<file path="src/rtl/spi_adc_reader_if.sv">
// Sample-request and ADC SPI pins of the MCP3002-style reader.
// slave = reader side, master = host/ADC side.
interface spi_adc_reader_if;
    logic       start;
    logic       channel;
    logic       adc_cs;
    logic       adc_sck;
    logic       adc_sdi;
    logic       adc_sdo;
    logic [9:0] data_out;
    logic       data_valid;
    logic       busy;

    modport slave (
        input  start,
        input  channel,
        input  adc_sdo,
        output adc_cs,
        output adc_sck,
        output adc_sdi,
        output data_out,
        output data_valid,
        output busy
    );

    modport master (
        output start,
        output channel,
        output adc_sdo,
        input  adc_cs,
        input  adc_sck,
        input  adc_sdi,
        input  data_out,
        input  data_valid,
        input  busy
    );
endinterface

</file>
<file path="src/rtl/spi_adc_reader.sv">
// One 16-clock SPI conversion on a 10-bit MCP3002-style ADC per start,
// result presented with a one-cycle data_valid strobe (PWM load).
module spi_adc_reader #(
    parameter int unsigned CLK_DIV = 25
) (
    input logic              clk,
    input logic              reset,
    spi_adc_reader_if.slave  bus
);
    typedef enum logic [1:0] {
        IDLE,
        SETUP,
        SHIFT,
        DONE
    } state_t;

    localparam logic [9:0] RELOAD = 10'(CLK_DIV - 1);

    state_t      state_q, state_d;
    logic [9:0]  div_q, div_d;
    logic [4:0]  bit_q, bit_d;
    logic [15:0] sr_q, sr_d;
    logic        chan_q, chan_d;
    logic        cs_q, cs_d;
    logic        sck_q, sck_d;
    logic        sdi_q, sdi_d;
    logic        busy_q, busy_d;
    logic        valid_q, valid_d;
    logic [9:0]  data_q, data_d;
    logic        accept;
    logic        unused_sr_hi;

    // DONE also accepts, so a held start gives exactly one CS-high cycle
    assign accept = bus.start && (state_q == IDLE || state_q == DONE);
    assign unused_sr_hi = ^sr_q[15:10];

    always_comb begin
        state_d = state_q;
        div_d   = div_q;
        bit_d   = bit_q;
        sr_d    = sr_q;
        chan_d  = chan_q;
        cs_d    = cs_q;
        sck_d   = sck_q;
        sdi_d   = sdi_q;
        busy_d  = busy_q;
        valid_d = 1'b0;
        data_d  = data_q;

        unique case (state_q)
            IDLE: begin
                busy_d = 1'b0;
            end
            SETUP: begin
                if (div_q == 10'd0) begin
                    sck_d   = 1'b1;
                    sr_d    = {sr_q[14:0], bus.adc_sdo};
                    bit_d   = 5'd1;
                    div_d   = RELOAD;
                    state_d = SHIFT;
                end else begin
                    div_d = div_q - 10'd1;
                end
            end
            SHIFT: begin
                if (div_q != 10'd0) begin
                    div_d = div_q - 10'd1;
                end else if (sck_q) begin
                    sck_d = 1'b0;
                    div_d = RELOAD;
                    unique case (bit_q)
                        5'd1:    sdi_d = 1'b1;
                        5'd2:    sdi_d = chan_q;
                        5'd3:    sdi_d = 1'b1;
                        default: sdi_d = 1'b0;
                    endcase
                end else if (bit_q == 5'd16) begin
                    state_d = DONE;
                    cs_d    = 1'b1;
                    data_d  = sr_q[9:0];
                    valid_d = 1'b1;
                    div_d   = 10'd0;
                    bit_d   = 5'd0;
                end else begin
                    sck_d = 1'b1;
                    sr_d  = {sr_q[14:0], bus.adc_sdo};
                    bit_d = bit_q + 5'd1;
                    div_d = RELOAD;
                end
            end
            DONE: begin
                state_d = IDLE;
                busy_d  = 1'b0;
            end
            default: begin
                state_d = IDLE;
            end
        endcase

        if (accept) begin
            state_d = SETUP;
            chan_d  = bus.channel;
            cs_d    = 1'b0;
            sck_d   = 1'b0;
            sdi_d   = 1'b1;
            busy_d  = 1'b1;
            div_d   = RELOAD;
            bit_d   = 5'd0;
            sr_d    = 16'd0;
        end
    end

    always_ff @(posedge clk or posedge reset) begin
        if (reset) begin
            state_q <= IDLE;
            div_q   <= 10'd0;
            bit_q   <= 5'd0;
            sr_q    <= 16'd0;
            chan_q  <= 1'b0;
            cs_q    <= 1'b1;
            sck_q   <= 1'b0;
            sdi_q   <= 1'b0;
            busy_q  <= 1'b0;
            valid_q <= 1'b0;
            data_q  <= 10'd0;
        end else begin
            state_q <= state_d;
            div_q   <= div_d;
            bit_q   <= bit_d;
            sr_q    <= sr_d;
            chan_q  <= chan_d;
            cs_q    <= cs_d;
            sck_q   <= sck_d;
            sdi_q   <= sdi_d;
            busy_q  <= busy_d;
            valid_q <= valid_d;
            data_q  <= data_d;
        end
    end

    assign bus.adc_cs     = cs_q;
    assign bus.adc_sck    = sck_q;
    assign bus.adc_sdi    = sdi_q;
    assign bus.data_out   = data_q;
    assign bus.data_valid = valid_q;
    assign bus.busy       = busy_q;
endmodule

</file>
<file path="src/flat_wrapper.sv">
// flat-port wrapper written by rule: the top's interface ports become plain ports
module spi_adc_reader_flat 
#(
    parameter int unsigned CLK_DIV = 25
)
  (clk, reset, bus_start, bus_channel, bus_adc_sdo, bus_adc_cs, bus_adc_sck, bus_adc_sdi, bus_data_out, bus_data_valid, bus_busy);
  spi_adc_reader_if bus_i ();
  input logic clk;
  input logic reset;
  input wire logic [$bits(bus_i.start)-1:0] bus_start;
  input wire logic [$bits(bus_i.channel)-1:0] bus_channel;
  input wire logic [$bits(bus_i.adc_sdo)-1:0] bus_adc_sdo;
  output wire logic [$bits(bus_i.adc_cs)-1:0] bus_adc_cs;
  output wire logic [$bits(bus_i.adc_sck)-1:0] bus_adc_sck;
  output wire logic [$bits(bus_i.adc_sdi)-1:0] bus_adc_sdi;
  output wire logic [$bits(bus_i.data_out)-1:0] bus_data_out;
  output wire logic [$bits(bus_i.data_valid)-1:0] bus_data_valid;
  output wire logic [$bits(bus_i.busy)-1:0] bus_busy;
  assign bus_i.start = bus_start;
  assign bus_i.channel = bus_channel;
  assign bus_i.adc_sdo = bus_adc_sdo;
  assign bus_adc_cs = bus_i.adc_cs;
  assign bus_adc_sck = bus_i.adc_sck;
  assign bus_adc_sdi = bus_i.adc_sdi;
  assign bus_data_out = bus_i.data_out;
  assign bus_data_valid = bus_i.data_valid;
  assign bus_busy = bus_i.busy;
  spi_adc_reader #(.CLK_DIV(CLK_DIV)) u_core (.clk(clk), .reset(reset), .bus(bus_i));
endmodule
</file>
<file path="config.mk">
export PLATFORM = sky130hd
export DESIGN_NAME = spi_adc_reader_flat
export DESIGN_NICKNAME = d
export VERILOG_FILES = /design/src/rtl/spi_adc_reader_if.sv /design/src/rtl/spi_adc_reader.sv /design/src/flat_wrapper.sv
export SDC_FILE = /design/constraint.sdc
export NUM_CORES = 1
export LEC_CHECK = 0
export CAP_MARGIN = 20
export CORE_ASPECT_RATIO = 0.7
export CORE_MARGIN = 8
export CORE_UTILIZATION = 35
export CTS_BUF_LIST = sky130_fd_sc_hd__clkbuf_8
export CTS_CLUSTER_SIZE = 25
export DETAILED_ROUTE_END_ITERATION = 10
export GPL_ROUTABILITY_DRIVEN = 0
export GPL_TIMING_DRIVEN = 0
export HOLD_SLACK_MARGIN = 0.15
export RECOVER_POWER = 100
export SKIP_LAST_GASP = 1
export SLEW_MARGIN = 20
export SYNTH_ARGS = -nofsm -noshare
export SYNTH_HDL_FRONTEND = slang
export SYNTH_SLANG_ARGS = --single-unit
</file>
<file path="constraint.sdc">
create_clock -name clk -period 6.9 [get_ports clk]
set_input_delay 2.07 -clock clk [delete_from_list [all_inputs] [get_ports clk]]
set_output_delay 2.07 -clock clk [all_outputs]
set_load 0.005 [all_outputs]
</file>
==> results.toml <==
[placed_design]
dp_hpwl_mm = 3.20
dp_cells = 314
dp_slack_ns = 2.96
portBuffers = 19
placed_cell_area_um2 = 2490

[critical_path]
cp.arrival_ns = 4.22
worstReg2RegEnd = "u_core.bus.data_out[1]"
cp_max_fo = 31
r2r_cells = 9
r2r_slack_ns = 3.01
end_kind = "asynchronous set/reset pin"
cp_num_cells = 3
critical_path_class = "input port to asynchronous set/reset pin"
startpoint = "reset"
r2r_start = "u_core.div_q[0]"
start_kind = "input port"
slowest_stage = "clkbuf_1"
critPathBufInv = 3
crit_chain = "dlygate4sd3_1 > inv_1 > clkbuf_1"
max_stage_delay_ns = 1.26
crit_required_ns = 7.01
critPathTopFamily = "buffers and inverters"

[cts]
root_buffer = "clkbuf_8"
clockBufferDepth = 2
cts_resized = 0
cts.sinks = 43
cts_buffers = 5
cts_tree = "done"
cts_hold_buffers = 0
h-tree-depth = 2
clk_latency_ns = 0.30
path_clk_slew_ns = 0.09
cts_setup_buffers = 0

[sta]
fin_crit_sh = 0.597
tns_ns = 0
setup_ws_ns = 2.78
post-route-min-period_ns = 4.12
worst_slew_pin_slew_ns = 1.68
hold-worst-slack_ns = 0.492
finalSetupViolCount = 0
drv_slew = 32
relSlewSlack = -0.117
rsz0062_at_grt = "false"
max_freq_mhz = 243
hold_viol_final = 0
skew_ns = 0.00203

[power]
power_density_nw_per_um2 = 182
seq_power_share = 0.548
p_leak_nw = 1.07
vdd_drop_max_mv = 0.0730
switching_share = 0.212
switching_power_uw = 97.5
internal_power_uw = 362
power_frac_comb = 0.016
pwr-share-clk = 0.435
finalPower_uw = 459

[floorplanning]
initial_core_util = 0.356
die_w_um = 110
die-height_um = 82.0
dieArea_um2 = 9040
fp.coreArea_um2 = 6130
rows = 24
ios = 20

[yosys]
synth_edf_count = 0
synth_area_um2 = 2180
synthArstFlopShare = 1.00
synth_cell_types = 43
synth_warnings = 0
synth_ff_type = "dfrtp_1"
synthTopCellsByArea = "dfrtp_1 (48%), o21ai_0 (6.0%), ha_1 (5.7%)"
synth_common_cells = "dfrtp_1 (42), nand2_1 (31), o21ai_0 (26)"
syn_inst = 216
syn-num-nets = 231
ys_seq_area_frac = 0.495
synth_seq_cells = 43
postSynthAreaPerCell_um2 = 10.1
synth_top_area_cell = "dfrtp_1"
synth.most_common_cell = "dfrtp_1"
synth_top_cell_area_share = 0.482

[drt]
drt_iter0_drc = 137
drt-pass1-iter-count = 4
num_vias = 1600
drc = 0
vias_per_cell = 4.97
routed_wl_mm = 4.43
highest_layer = "met4"
dr_wl_met2_mm = 1.69
met3_length_um = 292
met1Wirelength_mm = 2.40
drt-wirelength-per-cell_um = 13.7
drtAntennaViolNets = 0

[grt]
track_usage = 0.105
grt_start_max_net_pins = 32
grt_overflow = 0
antenna_found_initial = 0
grt_pass1_vias = 1487
grt_pass1_wl_mm = 7.47

[cells_and_area]
utilization = 0.413
drive_above_1_share = 0.0779
final_cell_area_um2 = 2530
stdcell_count = 322
antenna_cells = 0
finalNetCount = 258
synthToLayoutAreaGrowth_pct = 16.1

[min_path]
hp-start = "u_core.bus.data_out[0]"
hp-class = "flop to flop"
min_to = "u_core.bus.data_out[0]"
whs_path_depth = 1

[outcome]
violations = "capacitance limit, slew limit"
status = "finished with violations"

[job]
maxCapViolCount = 1
cells by family after synthesis:
family | synth area share
buffers and inverters | 0.0482
muxes | 0.0672
AOI/OAI and AO/OA | 0.159
adders and majority gates | 0.0574
and+or+nand+nor | 0.174
DFF | 0.495
worst register-to-register path: cells and delay by family (launching register included):
| family | cells | cell delay (ns) |
|---|---|---|
| buffers and inverters | 4 | 1.00 |
| and+or+nand+nor | 3 | 1.79 |
| muxes | 1 | 0.39 |
| DFF | 1 | 0.42 |
| adders and majority gates | 1 | 0.18 |
power groups by stage:
stage	Sequential, mW	Combinational, mW	Clock [mW]
final	0.252	0.00749	0.200
after global routing	0.252	0.00897	0.215
after CTS	0.252	0.00959	0.205
after detailed placement	0.257	0.00952	0
after global placement	0.257	0.00812	0
after floorplan	0.257	0.00391	0
per-layer routing:
metal | GRT usage | up-vias
met5 | 0 | -
li1 | - | 820
met3 | 0.0329 | 7
met2 | 0.135 | 35
met1 | 0.160 | 738
met4 | 0.0318 | 0
area by class of cell:
| cell class | count | area (um^2) |
|---|---|---|
| fill | 618 | 3600 |
| sequential | 43 | 1080 |
| multi-input combinational | 150 | 958 |
| timing repair buffer | 20 | 194 |
| tap | 78 | 97.6 |
| clock buffer | 5 | 68.8 |
| inverter | 12 | 45.0 |
| clock inverter | 3 | 43.8 |
| buffer | 11 | 43.8 |
sequential cells by signal (all words and copies together), names as in the netlist:
name                   flops
u_core.bus.adc_cs          1
u_core.bit_q               5
u_core.div_q              10
u_core.bus.adc_sck         1
u_core.chan_q              1
u_core.bus.data_valid      1
u_core.bus.adc_sdi         1
u_core.bus.busy            1
u_core.state_q             2
u_core.sr_q               10
u_core.bus.data_out       10
placed cells by master (no fill, tap or decap), drive strengths merged, types with 3 or more instances in the layout:
cell type	synthesis	layout
nand3	6	6
a2bb2oi	3	3
dfrtp	42	42
inv	12	12
or3	3	3
nor2	11	11
dlygate4sd3	0	17
a21oi	5	5
nor3	9	9
or4	3	3
o21ai	26	26
ha	10	10
mux2	11	11
o31ai	5	5
nand2	31	31
clkbuf	6	15
worst max-delay path by stage:
stage | endpoint
after detailed placement | u_core.sr_q[6]
after floorplan | u_core.sr_q[0]
after global routing | u_core.div_q[8]
after CTS | u_core.sr_q[6]
final | u_core.chan_q
after global placement | u_core.chan_q
(Power assumes the default switching activity.)
